===== src/rtl/bp_table_sequencer.sv =====
// Single-port sequencer for the YAGS predictor tables: init sweep, lookup/update
// arbitration and a small in-order update FIFO that drains when the port is free.
module bp_table_sequencer #(
  parameter int unsigned       IDX_W    = 10,
  parameter int unsigned       DATA_W   = 2,
  parameter logic [DATA_W-1:0] INIT_VAL = DATA_W'(1),
  parameter int unsigned       DEPTH    = 4
) (
  input  logic                     clk,
  input  logic                     reset,
  input  logic                     lk_valid,
  input  logic [IDX_W-1:0]         lk_idx,
  output logic                     lk_grant,
  input  logic                     upd_valid,
  input  logic [IDX_W-1:0]         upd_idx,
  input  logic [DATA_W-1:0]        upd_data,
  output logic                     upd_ready,
  input  logic                     flush_req,
  output logic                     busy,
  output logic                     tbl_en,
  output logic                     tbl_we,
  output logic [IDX_W-1:0]         tbl_addr,
  output logic [DATA_W-1:0]        tbl_wdata,
  output logic [$clog2(DEPTH):0]   q_count
);

  localparam int unsigned      PTR_W    = $clog2(DEPTH);
  localparam int unsigned      CNT_W    = PTR_W + 1;
  localparam logic [IDX_W-1:0] LAST_IDX = '1;
  localparam logic [CNT_W-1:0] FULL_CNT = CNT_W'(DEPTH);

  typedef enum logic [0:0] {StInit, StRun} state_e;

  state_e            state_q, state_d;
  logic [IDX_W-1:0]  ptr_q, ptr_d;
  logic [PTR_W-1:0]  rd_ptr_q, rd_ptr_d;
  logic [PTR_W-1:0]  wr_ptr_q, wr_ptr_d;
  logic [CNT_W-1:0]  cnt_q, cnt_d;
  logic [IDX_W-1:0]  fifo_idx_q  [DEPTH];
  logic [DATA_W-1:0] fifo_data_q [DEPTH];
  logic              full, empty, push, pop;

  assign full    = (cnt_q == FULL_CNT);
  assign empty   = (cnt_q == '0);
  assign q_count = reset ? '0 : cnt_q;

  always_comb begin
    state_d   = state_q;
    ptr_d     = ptr_q;
    rd_ptr_d  = rd_ptr_q;
    wr_ptr_d  = wr_ptr_q;
    cnt_d     = cnt_q;
    push      = 1'b0;
    pop       = 1'b0;
    tbl_en    = 1'b0;
    tbl_we    = 1'b0;
    tbl_addr  = '0;
    tbl_wdata = '0;
    lk_grant  = 1'b0;
    upd_ready = 1'b0;
    busy      = 1'b1;

    if (!reset) begin
      unique case (state_q)
        StInit: begin
          tbl_en    = 1'b1;
          tbl_we    = 1'b1;
          tbl_addr  = ptr_q;
          tbl_wdata = INIT_VAL;
          ptr_d     = ptr_q + 1'b1;
          if (flush_req) begin
            ptr_d = '0;
          end else if (ptr_q == LAST_IDX) begin
            state_d = StRun;
          end
        end
        StRun: begin
          busy      = 1'b0;
          upd_ready = !full;
          // A full FIFO takes the port from fetch so updates cannot starve.
          if (full) begin
            tbl_en    = 1'b1;
            tbl_we    = 1'b1;
            tbl_addr  = fifo_idx_q[rd_ptr_q];
            tbl_wdata = fifo_data_q[rd_ptr_q];
            pop       = 1'b1;
          end else if (lk_valid) begin
            tbl_en   = 1'b1;
            tbl_addr = lk_idx;
            lk_grant = 1'b1;
          end else if (!empty) begin
            tbl_en    = 1'b1;
            tbl_we    = 1'b1;
            tbl_addr  = fifo_idx_q[rd_ptr_q];
            tbl_wdata = fifo_data_q[rd_ptr_q];
            pop       = 1'b1;
          end else if (upd_valid && !flush_req) begin
            tbl_en    = 1'b1;
            tbl_we    = 1'b1;
            tbl_addr  = upd_idx;
            tbl_wdata = upd_data;
          end

          // Bypassed updates (empty FIFO, idle port) are never enqueued.
          push = upd_valid && !full && !flush_req && (lk_valid || !empty);

          if (push) wr_ptr_d = wr_ptr_q + 1'b1;
          if (pop)  rd_ptr_d = rd_ptr_q + 1'b1;
          unique case ({push, pop})
            2'b10:   cnt_d = cnt_q + 1'b1;
            2'b01:   cnt_d = cnt_q - 1'b1;
            default: cnt_d = cnt_q;
          endcase

          if (flush_req) begin
            state_d  = StInit;
            ptr_d    = '0;
            rd_ptr_d = '0;
            wr_ptr_d = '0;
            cnt_d    = '0;
          end
        end
        default: state_d = StInit;
      endcase
    end
  end

  always_ff @(posedge clk) begin
    if (reset) begin
      state_q  <= StInit;
      ptr_q    <= '0;
      rd_ptr_q <= '0;
      wr_ptr_q <= '0;
      cnt_q    <= '0;
    end else begin
      state_q  <= state_d;
      ptr_q    <= ptr_d;
      rd_ptr_q <= rd_ptr_d;
      wr_ptr_q <= wr_ptr_d;
      cnt_q    <= cnt_d;
    end
  end

  always_ff @(posedge clk) begin
    if (push) begin
      fifo_idx_q[wr_ptr_q]  <= upd_idx;
      fifo_data_q[wr_ptr_q] <= upd_data;
    end
  end

endmodule


===== config.mk =====
export PLATFORM = sky130hd
export DESIGN_NAME = bp_table_sequencer
export DESIGN_NICKNAME = d
export VERILOG_FILES = /design/src/rtl/bp_table_sequencer.sv
export SDC_FILE = /design/constraint.sdc
export NUM_CORES = 1
export LEC_CHECK = 0
export ABC_CLOCK_PERIOD_IN_PS = 2480
export CORE_UTILIZATION = 30
export DETAILED_ROUTE_END_ITERATION = 10
export PLACE_DENSITY = 0.47
export SETUP_SLACK_MARGIN = 0.15
export SYNTH_ARGS = -nofsm -noshare
export SYNTH_HDL_FRONTEND = slang
export SYNTH_SLANG_ARGS = --single-unit

===== constraint.sdc =====
create_clock -name clk -period 2.48 [get_ports clk]
set_clock_uncertainty 0.1 [all_clocks]
set_input_delay 0.744 -clock clk [delete_from_list [all_inputs] [get_ports clk]]
set_output_delay 0.744 -clock clk [all_outputs]
set_load 0.01 [all_outputs]

==> flow_summary.yaml <==
hold_path:
  worstHoldPathType: "reg -> reg"
  hold_start: "wr_ptr_q[0]"
  hold_end: "wr_ptr_q[0]"
  min_path_cells: 2
finish:
  layout_commonest_cell: "edfxtp_1"
  drive_gt1_share_pct: 45.2
  final_area_um2: 4550
  final_core_util_pct: 46.3
  n_antenna_cell: 0
  syn_to_final_growth_pct: 49.2
  mostFrequentLayoutCells: "edfxtp_1, buf_4, nor2_1"
  final_net_count: 371
grt:
  track_usage_pct: 16.4
  grt_use_met1_pct: 19.9
  overflow: 0
  busiest_layer: "met2"
  grt_max_degree: 27
  grtUsageMet2_pct: 28.8
  first_global_vias: 2295
  antenna_found_initial: 0
  global_route.usage.met3_pct: 4.54
  grt_pass1_wl_mm: 12.3
worst_setup_path:
  cp-end-kind: "output pin"
  cp_max_fo: 5
  required_ns: 1.64
  r2r-start: "cnt_q[1]"
  regToRegSetupSlack_ns: 0.14
  cpMaxStageDelayCell: "mux4_2"
  cp_cell_sequence: "buf_12, mux4_2, a222oi_1, buf_4, a211oi_2, buf_2"
  arrival_ns: 2.05
  startpoint_type: "flip-flop"
  crit_type: "reg -> out"
  reg2regPathDepth: 9
  reg2reg_to: "cnt_q[2]"
  cpPeakStageDelay_ns: 0.50
timing:
  period_needed_ns: 2.89
  fmaxAchievable_mhz: 346
  fin_ws_ns: -0.413
  drv_slew: 0
  worstMarginPinSlew_ns: 0.437
  rsz0062_at_grt: "true"
  min_period_over_period_pct: 117
  hold_viol_final: 0
  finalSetupViolCount: 13
  relSlewSlack_pct: 70.9
cts:
  postCtsHoldBufs: 0
  htree_num_levels: 3
  clk_latency_ns: 0.34
  numClockSinks: 68
  ctsRootBufferMaster: "clkbuf_8"
  numCtsBuffers: 9
  cts_tree: "done"
  clock_path_buffers: 2
  clk_pin_slew_ns: 0.08
logic_synthesis:
  syn-mean-instance-area_um2: 13.3
  ys_async_sr_fraction_pct: 0
  synth_adder_area_share_pct: 2.71
  synthSimpleGateAreaFrac_pct: 11.6
  synth_warnings: 0
  syn-instance-count: 229
  synth_edf_count: 48
  synth_compound_area_share_pct: 10.3
  syn_nets: 262
  syn_area_um2: 3050
  synthMuxAreaShare_pct: 9.52
  synthFlopType: "edfxtp_1"
  synthXorXnorAreaFrac_pct: 2.87
  ys_seq_area_share_pct: 60.4
  yosysUniqueCellTypes: 38
  synth-seq-cells: 68
  synth_top_family_by_area: "simple AND/OR/NAND/NOR gates"
place:
  pre_cts_slack_ns: -1.12
  placed_area_um2: 4180
  port-buffer-count: 46
  dp_hpwl_mm: 5.76
  place_congestion: 0.717
floorplan:
  dieHeight_um: 103
  die-area_um2: 10600
  die_w_um: 103
  ioPinCount: 47
  core_um2: 9820
  initial_utilization_pct: 31.1
  rows: 36
status:
  violations: "negative setup slack"
  status: "finished, violations left"
power_and_ir_drop:
  total_power_mw: 2.22
  ir_drop_mv: 0.255
  power.density_nw_per_um2: 488
  leakagePower_nw: 1.64
drt:
  drt-initial-drc-count: 179
  antenna_left: 0
  drc_errors: 0
  postRouteWirelength_mm: 8.14
  vias: 2305
  viasPerCell: 4.84
  drt_first_pass_iters: 7
  routedWlPerCell_um: 17.1
flow_run:
  drv_cap: 0
-- area by class of cell --
type	instances	area, um2
Fill cell	956	5270
Multi-Input combinational cell	142	1310
Timing Repair Buffer	112	1030
Inverter	5	18.8
Clock buffer	9	124
Sequential cell	68	1850
Tap cell	133	166
Clock inverter	7	58.8
-- cell usage after synthesis, types with 2 or more instances --
master | count | share of area [%]
or2_2 | 2 | 0.41
a21oi_1 | 10 | 1.6
mux2i_1 | 2 | 0.66
and2_1 | 5 | 1.0
and3_1 | 3 | 0.62
xor2_1 | 6 | 1.7
buf_2 | 3 | 0.49
nor2_1 | 30 | 3.7
nor2b_1 | 6 | 1.2
nand3_1 | 8 | 1.3
ha_1 | 5 | 2.1
nor3_1 | 2 | 0.33
a211oi_1 | 10 | 2.5
inv_1 | 5 | 0.62
xnor2_1 | 4 | 1.1
nand2_1 | 5 | 0.62
dfxtp_1 | 20 | 13
a31oi_1 | 2 | 0.41
nand2b_1 | 4 | 0.82
a222oi_1 | 10 | 3.3
clkbuf_1 | 10 | 1.2
edfxtp_1 | 48 | 47
o21ai_0 | 3 | 0.49
mux4_2 | 12 | 8.9
-- sequential cells by signal, indices dropped and copies added (netlist names), named ones only --
signal / count
state_q: 1
wr_ptr_q: 2
cnt_q: 3
ptr_q: 10
fifo_idx_q: 40
fifo_data_q: 8
rd_ptr_q: 2
-- worst max path at each step --
stage               startpoint           to  slack (ns)  depth (start not counted)
floorplan            flush_req  tbl_addr[0]       -0.13                          6
global placement      lk_valid  tbl_addr[3]       -1.12                          7
detailed placement   upd_valid  tbl_addr[2]       -1.12                          7
CTS                  flip-flop  tbl_addr[2]       -0.46                          5
global route         flip-flop  tbl_addr[8]       -0.51                          5
finish               flip-flop  tbl_addr[9]       -0.41                          6
-- metrics by stage --
stage / hold slack (ns) / cells / TNS [ns]
2_1_floorplan: 0.364 / 229 / -1.20
3_3_place_gp: 0.390 / 444 / -34.52
3_5_place_dp: 0.388 / 444 / -34.20
4_1_cts: 0.400 / 465 / -4.93
5_1_grt: 0.433 / 476 / -5.53
6_report: 0.397 / 476 / -4.34
-- what timing repair did --
action / CTS / global route
pin swaps: 23 / 17
cloned: 1 / 0
endpoints found under the setup margin: 71 / 18
resized for setup: 118 / 29
setup buffers: 4 / 11
-- power by group --
| group | internal [mW] | switching [mW] | total [mW] |
|---|---|---|---|
| combinational | 0.0897 | 0.0728 | 0.162 |
| sequential | 1.21 | 0.00178 | 1.21 |
| clock | 0.380 | 0.465 | 0.845 |
-- logic make-up (layout without fill, tap and decap cells) --
family,Yosys count,after routing
multiplexers,14,14
XOR/XNOR,10,10
flip-flops,68,68
AND/OR/NAND/NOR,71,71
buffers and inverters,19,133
AO/OA/AOI/OAI,41,41
adder cells (fa/ha/maj),6,6
-- worst max-delay path: cells and delay by family, from the launching register on --
family | cells | cell delay (ns)
mux | 1 | 0.50
compound gates | 2 | 0.38
buf+inv | 3 | 0.46
flops | 1 | 0.37
-- per-layer routing --
layer	vias up	share of wire, %
met5	-	0
met4	0	1.4
met3	9	5.5
met2	60	52
met1	1140	41
li1	1096	-
Power figures use the tool's default switching activity.
